[src/rtl/adc_128s022_emu_pkg.sv]
// Shared constants, types and helpers for the ADC128S022 emulator.
//   FRAME_BITS      : SCLK periods per serial frame
//   LEAD_ZEROS      : zero bits ahead of the conversion result on DOUT
//   DATA_BITS       : conversion result width
//   ADDR_FIRST_EDGE : SCLK rising edge that captures ADD2
//   ADDR_BITS       : channel address width
//   conv_result()   : deterministic conversion value for a channel
package adc_128s022_emu_pkg;

  localparam int unsigned FRAME_BITS      = 16;
  localparam int unsigned LEAD_ZEROS      = 4;
  localparam int unsigned DATA_BITS       = 12;
  localparam int unsigned ADDR_FIRST_EDGE = 3;
  localparam int unsigned ADDR_BITS       = 3;

  typedef logic [ADDR_BITS-1:0] chan_t;

  typedef enum logic [0:0] {IDLE, FRAME} emu_state_t;

  // Emulated conversion: analog level in the top byte, channel in the low bits.
  function automatic logic [DATA_BITS-1:0] conv_result(input logic [7:0] adc_in,
                                                      input chan_t     chan);
    return {adc_in, 1'b0, chan};
  endfunction

endpackage

[src/rtl/adc_emu_sync_edge.sv]
// Multi-flop synchronizer with edge detection on the synchronized level.
//   CLOCK_50 : system clock
//   reset    : asynchronous, active-high
//   sig_i    : asynchronous input
//   level_o  : synchronized level
//   rise_o   : one-cycle pulse on a synchronized 0->1 transition
//   fall_o   : one-cycle pulse on a synchronized 1->0 transition
module adc_emu_sync_edge #(
  parameter int unsigned SYNC_STAGES = 2,
  parameter logic        RESET_VAL   = 1'b1
) (
  input  logic CLOCK_50,
  input  logic reset,
  input  logic sig_i,
  output logic level_o,
  output logic rise_o,
  output logic fall_o
);

  logic [SYNC_STAGES-1:0] sync_q;
  logic                   prev_q;

  always_ff @(posedge CLOCK_50 or posedge reset) begin
    if (reset) begin
      sync_q <= {SYNC_STAGES{RESET_VAL}};
      prev_q <= RESET_VAL;
    end else begin
      sync_q <= {sync_q[SYNC_STAGES-2:0], sig_i};
      prev_q <= sync_q[SYNC_STAGES-1];
    end
  end

  always_comb begin
    level_o = sync_q[SYNC_STAGES-1];
    rise_o  = level_o & ~prev_q;
    fall_o  = ~level_o & prev_q;
  end

endmodule

[src/rtl/adc_128s022_emu.sv]
// Clocked emulator of the TI ADC128S022 8-channel, 12-bit SPI ADC (DE0-Nano).
//   CLOCK_50  : system clock, all state on rising edge
//   reset     : asynchronous, active-high
//   ADC_CS_N  : chip select, active low; falling edge starts a frame
//   ADC_SCLK  : serial clock from the controller, idles high
//   ADC_SADDR : DIN, sampled on ADC_SCLK rising edges
//   ADC_IN    : emulated analog level, common to all channels
//   ADC_SDAT  : DOUT, MSB first, changes after ADC_SCLK falling edges
// Build option: define ADC_EMU_TRISTATE_EN to float ADC_SDAT while CS_N is high
// or in reset; otherwise it is driven 0 there.
module adc_128s022_emu
  import adc_128s022_emu_pkg::*;
#(
  parameter int unsigned SYNC_STAGES   = 2,
  parameter chan_t       FIRST_CHANNEL = 3'd0
) (
  input  logic       CLOCK_50,
  input  logic       reset,
  input  logic       ADC_CS_N,
  input  logic       ADC_SCLK,
  input  logic       ADC_SADDR,
  input  logic [7:0] ADC_IN,
  output logic       ADC_SDAT
);

  // DIN bit index holding ADD2 once all FRAME_BITS bits are shifted in.
  localparam int unsigned AddrMsb = FRAME_BITS - ADDR_FIRST_EDGE;

  logic cs_lvl, cs_rise, cs_fall;
  logic sclk_lvl, sclk_rise, sclk_fall;
  logic saddr_lvl, saddr_rise, saddr_fall;

  adc_emu_sync_edge #(.SYNC_STAGES(SYNC_STAGES), .RESET_VAL(1'b1)) u_sync_cs (
    .CLOCK_50 (CLOCK_50),
    .reset    (reset),
    .sig_i    (ADC_CS_N),
    .level_o  (cs_lvl),
    .rise_o   (cs_rise),
    .fall_o   (cs_fall)
  );

  adc_emu_sync_edge #(.SYNC_STAGES(SYNC_STAGES), .RESET_VAL(1'b1)) u_sync_sclk (
    .CLOCK_50 (CLOCK_50),
    .reset    (reset),
    .sig_i    (ADC_SCLK),
    .level_o  (sclk_lvl),
    .rise_o   (sclk_rise),
    .fall_o   (sclk_fall)
  );

  adc_emu_sync_edge #(.SYNC_STAGES(SYNC_STAGES), .RESET_VAL(1'b0)) u_sync_saddr (
    .CLOCK_50 (CLOCK_50),
    .reset    (reset),
    .sig_i    (ADC_SADDR),
    .level_o  (saddr_lvl),
    .rise_o   (saddr_rise),
    .fall_o   (saddr_fall)
  );

  emu_state_t            state_q, state_d;
  logic [3:0]            cnt_q, cnt_d;
  chan_t                 chan_q, chan_d;
  logic [FRAME_BITS-1:0] din_q, din_d;
  logic [FRAME_BITS-1:0] shift_q, shift_d;
  logic                  sdat_q, sdat_d;
  // Set by the 16th rising edge: the next falling edge starts a new frame.
  logic                  done_q, done_d;
  logic [FRAME_BITS-1:0] frame_word;

  assign frame_word = {{LEAD_ZEROS{1'b0}}, conv_result(ADC_IN, chan_q)};

  always_ff @(posedge CLOCK_50 or posedge reset) begin
    if (reset) begin
      state_q <= IDLE;
      cnt_q   <= '0;
      chan_q  <= FIRST_CHANNEL;
      din_q   <= '0;
      shift_q <= '0;
      sdat_q  <= 1'b0;
      done_q  <= 1'b0;
    end else begin
      state_q <= state_d;
      cnt_q   <= cnt_d;
      chan_q  <= chan_d;
      din_q   <= din_d;
      shift_q <= shift_d;
      sdat_q  <= sdat_d;
      done_q  <= done_d;
    end
  end

  always_comb begin
    state_d = state_q;
    cnt_d   = cnt_q;
    chan_d  = chan_q;
    din_d   = din_q;
    shift_d = shift_q;
    sdat_d  = sdat_q;
    done_d  = done_q;
    unique case (state_q)
      IDLE: begin
        sdat_d = 1'b0;
        if (cs_fall) begin
          state_d = FRAME;
          shift_d = frame_word;
          sdat_d  = frame_word[FRAME_BITS-1];
          cnt_d   = '0;
          done_d  = 1'b0;
        end
      end
      FRAME: begin
        // CS_N release outranks any SCLK edge in the same cycle.
        if (cs_rise) begin
          state_d = IDLE;
          sdat_d  = 1'b0;
          cnt_d   = '0;
          done_d  = 1'b0;
        end else if (sclk_rise) begin
          din_d = {din_q[FRAME_BITS-2:0], saddr_lvl};
          if (cnt_q == 4'(FRAME_BITS - 1)) begin
            cnt_d  = '0;
            chan_d = din_d[AddrMsb -: ADDR_BITS];
            done_d = 1'b1;
          end else begin
            cnt_d = cnt_q + 4'd1;
          end
        end else if (sclk_fall) begin
          if (cnt_q != '0) begin
            sdat_d  = shift_q[FRAME_BITS-2];
            shift_d = {shift_q[FRAME_BITS-2:0], 1'b0};
          end else if (done_q) begin
            // Continuous mode: reload with the newly addressed channel.
            shift_d = frame_word;
            sdat_d  = frame_word[FRAME_BITS-1];
            done_d  = 1'b0;
          end
        end
      end
      default: state_d = IDLE;
    endcase
  end

`ifdef ADC_EMU_TRISTATE_EN
  assign ADC_SDAT = (cs_lvl || reset) ? 1'bz : sdat_q;
  logic unused_sigs;
  assign unused_sigs = ^{sclk_lvl, saddr_rise, saddr_fall, din_q[FRAME_BITS-1]};
`else
  assign ADC_SDAT = sdat_q;
  logic unused_sigs;
  assign unused_sigs = ^{cs_lvl, sclk_lvl, saddr_rise, saddr_fall, din_q[FRAME_BITS-1]};
`endif

endmodule

[config.mk]
export PLATFORM = sky130hd
export DESIGN_NAME = adc_128s022_emu
export DESIGN_NICKNAME = d
export VERILOG_FILES = /design/src/rtl/adc_128s022_emu_pkg.sv /design/src/rtl/adc_emu_sync_edge.sv /design/src/rtl/adc_128s022_emu.sv
export SDC_FILE = /design/constraint.sdc
export NUM_CORES = 1
export LEC_CHECK = 0
export CORE_MARGIN = 5
export CORE_UTILIZATION = 40
export CTS_CLUSTER_DIAMETER = 30
export DETAILED_ROUTE_END_ITERATION = 10
export GPL_ROUTABILITY_DRIVEN = 0
export SKIP_CTS_REPAIR_TIMING = 1
export SLEW_MARGIN = 20
export SYNTH_ARGS = -nofsm -noshare
export SYNTH_HDL_FRONTEND = slang
export SYNTH_SLANG_ARGS = --single-unit
[constraint.sdc]
create_clock -name CLOCK_50 -period 2.9 [get_ports CLOCK_50]
set_input_delay 0.58 -clock CLOCK_50 [delete_from_list [all_inputs] [get_ports CLOCK_50]]
set_output_delay 0.58 -clock CLOCK_50 [all_outputs]
set_load 0.01 [all_outputs]
==> impl_metrics.prom <==
# TYPE chip_impl_metric gauge
chip_impl_metric{name="h-tree-depth",unit=""} 2
chip_impl_metric{name="tightestPinTransition",unit="ps"} 720
chip_impl_metric{name="final.min_clock_period",unit="ps"} 2320
chip_impl_metric{name="synthesis.area",unit="sq um"} 2050
chip_impl_metric{name="avgSynthCellArea",unit="sq um"} 11.4
chip_impl_metric{name="whs",unit="ps"} 352
chip_impl_info{name="rsz0062_at_grt",value="no"} 1
chip_impl_info{name="worstSetupStartpointType",value="flop"} 1
chip_impl_metric{name="static-leakage-power",unit="nW"} 1.10
chip_impl_metric{name="number_of_hold_slack_violations_in_the_final_timing_report",unit=""} 0
chip_impl_metric{name="antenna_left",unit=""} 0
chip_impl_metric{name="clock_slew_at_reported_path_ffs",unit="ps"} 80
chip_impl_metric{name="setup_viol",unit=""} 0
chip_impl_metric{name="number_of_design_rule_violations_left_after_detail_routing",unit=""} 0
chip_impl_info{name="r2r-start",value="cnt_q[0]"} 1
chip_impl_metric{name="die_area",unit="sq um"} 6650
chip_impl_metric{name="antenna_found_initial",unit=""} 0
chip_impl_metric{name="vias_in_the_first_global_route",unit=""} 1300
chip_impl_info{name="run_status",value="complete, no violations"} 1
chip_impl_metric{name="final.setup.tns",unit="ps"} 0
chip_impl_metric{name="fp.coreArea",unit="sq um"} 5040
chip_impl_metric{name="fmax",unit="MHz"} 430
chip_impl_metric{name="sinks_on_the_clock_net",unit=""} 46
chip_impl_metric{name="numPortBuffers",unit=""} 13
chip_impl_metric{name="synth_sequential_area_ratio",unit=""} 0.566
chip_impl_metric{name="starting_density_of_the_core",unit=""} 0.406
chip_impl_metric{name="grt_remaining_overflow",unit=""} 0
chip_impl_info{name="setup.worst_path.start",value="cnt_q[0]"} 1
chip_impl_metric{name="period_share",unit=""} 0.801
chip_impl_info{name="hp-class",value="flop to flop"} 1
chip_impl_metric{name="post_drt_wl_per_cell",unit="um"} 13.3
chip_impl_info{name="synth-main-ff-cell",value="sky130_fd_sc_hd__dfrtp_1"} 1
chip_impl_metric{name="largest_net_degree_at_the_start_of_global_routing",unit=""} 22
chip_impl_metric{name="cts_buffers",unit=""} 5
chip_impl_metric{name="netlist_instances",unit=""} 179
chip_impl_metric{name="die-height",unit="um"} 81.6
chip_impl_info{name="cts.root.buffer_cell",value="sky130_fd_sc_hd__clkbuf_8"} 1
chip_impl_info{name="final_common_cell",value="sky130_fd_sc_hd__nand2_1"} 1
chip_impl_metric{name="cap_viol_max_count",unit=""} 0
chip_impl_metric{name="number_of_synthesized_flops_with_an_enable_pin",unit=""} 0
chip_impl_metric{name="crit_required",unit="ps"} 3080
chip_impl_metric{name="worstSkewPairLatency",unit="ps"} 300
chip_impl_info{name="mostFrequentLayoutCells",value="45 x sky130_fd_sc_hd__nand2_1, 40 x sky130_fd_sc_hd__dfrtp_1, 13 x sky130_fd_sc_hd__mux2_2, 13 x sky130_fd_sc_hd__clkdlybuf4s50_1, 10 x sky130_fd_sc_hd__mux2_4"} 1
chip_impl_metric{name="chipWidth",unit="um"} 81.6
chip_impl_metric{name="timing.final.max_slew_violations",unit=""} 0
chip_impl_info{name="hold_path_startpoint",value="u_sync_saddr.sync_q[0]"} 1
chip_impl_metric{name="design_power_total",unit="mW"} 1.48
chip_impl_metric{name="ys_types",unit=""} 34
chip_impl_metric{name="worst_ir_drop_on_vdd",unit="mV"} 0.347
chip_impl_metric{name="yosysWarningCount",unit=""} 0
chip_impl_metric{name="layout-drive-gt1-share",unit=""} 0.221
chip_impl_metric{name="critical_path_peak_fanout",unit=""} 11
chip_impl_metric{name="arrival",unit="ps"} 2510
chip_impl_metric{name="dpl_wire_length",unit="um"} 2520
chip_impl_metric{name="maxSlewHeadroom",unit=""} 0.517
chip_impl_metric{name="detail_route.vias_per_cell",unit=""} 4.88
chip_impl_metric{name="vias",unit=""} 1292
chip_impl_metric{name="worst_clock_skew",unit="ps"} 6.36
chip_impl_metric{name="n_diodes",unit=""} 0
chip_impl_metric{name="detailed_router_iteration_count_before_antenna_repair",unit=""} 4
chip_impl_info{name="critical_path_endpoint_category",value="flop"} 1
chip_impl_metric{name="cts.path.max_buffers",unit=""} 2
chip_impl_metric{name="grt_util_all_layers",unit=""} 0.121
chip_impl_metric{name="design.final.nets",unit=""} 209
chip_impl_metric{name="core.rowCount",unit=""} 26
chip_impl_metric{name="async_flop_share",unit=""} 1.00
chip_impl_metric{name="ios",unit=""} 14
chip_impl_metric{name="ys_ff_latch",unit=""} 46
chip_impl_metric{name="drtIter0Drc",unit=""} 46
chip_impl_metric{name="pwr_density_cell",unit="nW/um^2"} 634
chip_impl_metric{name="routed_wl",unit="um"} 3520
chip_impl_info{name="cts_tree",value="done"} 1
chip_impl_metric{name="grt_first_pass_wirelength",unit="um"} 6130
chip_impl_metric{name="area.growth.synth_to_final",unit="%"} 14.1
chip_impl_metric{name="synth_nets",unit=""} 194
chip_impl_info{name="crit_type",value="flop to flop"} 1
==> metrics by stage <==
| step | cell area [sq um] | worst slack (ps) | utilization | instances |
|---|---|---|---|---|
| floorplan | 2050 | 873 | - | 179 |
| global placement | 2240 | 645 | 0.445 | 257 |
| detailed placement | 2240 | 578 | 0.445 | 257 |
| CTS | 2340 | 548 | 0.464 | 265 |
| global route | 2340 | 455 | 0.464 | 265 |
| finish | 2340 | 576 | 0.464 | 265 |
==> where the power goes <==
group | internal [mW] | switching [mW]
Combinational | 0.156 | 0.121
Clock | 0.191 | 0.205
Sequential | 0.742 | 0.0667
==> final cells by class <==
class	instances	area (sq um)
fillers	465	2710
clock buffers	6	82.6
multi-input cells	119	821
flip-flops and latches	46	1160
inverters	6	22.5
well taps	70	87.6
clock inverters	2	12.5
repair buffers	16	153
==> synthesized netlist by cell type, drive strengths merged (3+ instances only) <==
library cell	instances	area share
dfrtp	40	0.49
nor2	3	0.013
nor2b	3	0.0092
dfstp	6	0.077
inv	6	0.011
mux2	23	0.14
o21ai	9	0.022
nand2	45	0.082
o31ai	5	0.018
buf	4	0.015
nand3	9	0.022
clkbuf	4	0.0073
==> final timing paths <==
| path | endpoint | slack (ps) | cells past startpoint |
|---|---|---|---|
| min reg2reg | u_sync_saddr.sync_q[1] | 350 | 0 |
| min in group asynchronous | chan_q[1] | 620 | 2 |
| max reg2reg | shift_q[11] | 580 | 6 |
| min | u_sync_saddr.sync_q[1] | 350 | 0 |
| max in group asynchronous | din_q[2] | 1690 | 3 |
| max | shift_q[11] | 580 | 6 |
==> flip-flops by register name, indices dropped and copies added (netlist names) <==
name / flops
ADC_SDAT: 1
chan_q: 3
cnt_q: 4
din_q: 13
done_q: 1
shift_q: 15
state_q: 1
u_sync_cs.prev_q: 1
u_sync_cs.sync_q: 2
u_sync_saddr.sync_q: 2
u_sync_sclk.prev_q: 1
u_sync_sclk.sync_q: 2
==> logic make-up (layout without fill, tap and decap cells) <==
logic type / after synthesis / in the layout / share of synthesized area
AOI/OAI and AO/OA: 24 / 24 / 0.0831
adders and majority gates: 2 / 2 / 0.0122
buffers and inverters: 14 / 30 / 0.0336
DFF: 46 / 46 / 0.566
muxes: 23 / 23 / 0.145
and+or+nand+nor: 70 / 70 / 0.161
==> worst max-delay path, cell delays in order (launching register included) <==
cell,delay [ps]
sky130_fd_sc_hd__dfrtp_1,440
sky130_fd_sc_hd__inv_1,80
sky130_fd_sc_hd__ha_1,160
sky130_fd_sc_hd__or3b_1,490
sky130_fd_sc_hd__nand2_1,400
sky130_fd_sc_hd__mux2_2,390
sky130_fd_sc_hd__mux2_4,260
==> routing by layer <==
metal | wire [um] | track usage | vias to the layer above
li1 | - | - | 638
met4 | 61 | 0.0591 | 0
met2 | 1740 | 0.201 | 15
met3 | 137 | 0.0285 | 7
met5 | 0 | 0 | -
met1 | 1580 | 0.148 | 632
Power figures use the tool's default switching activity.
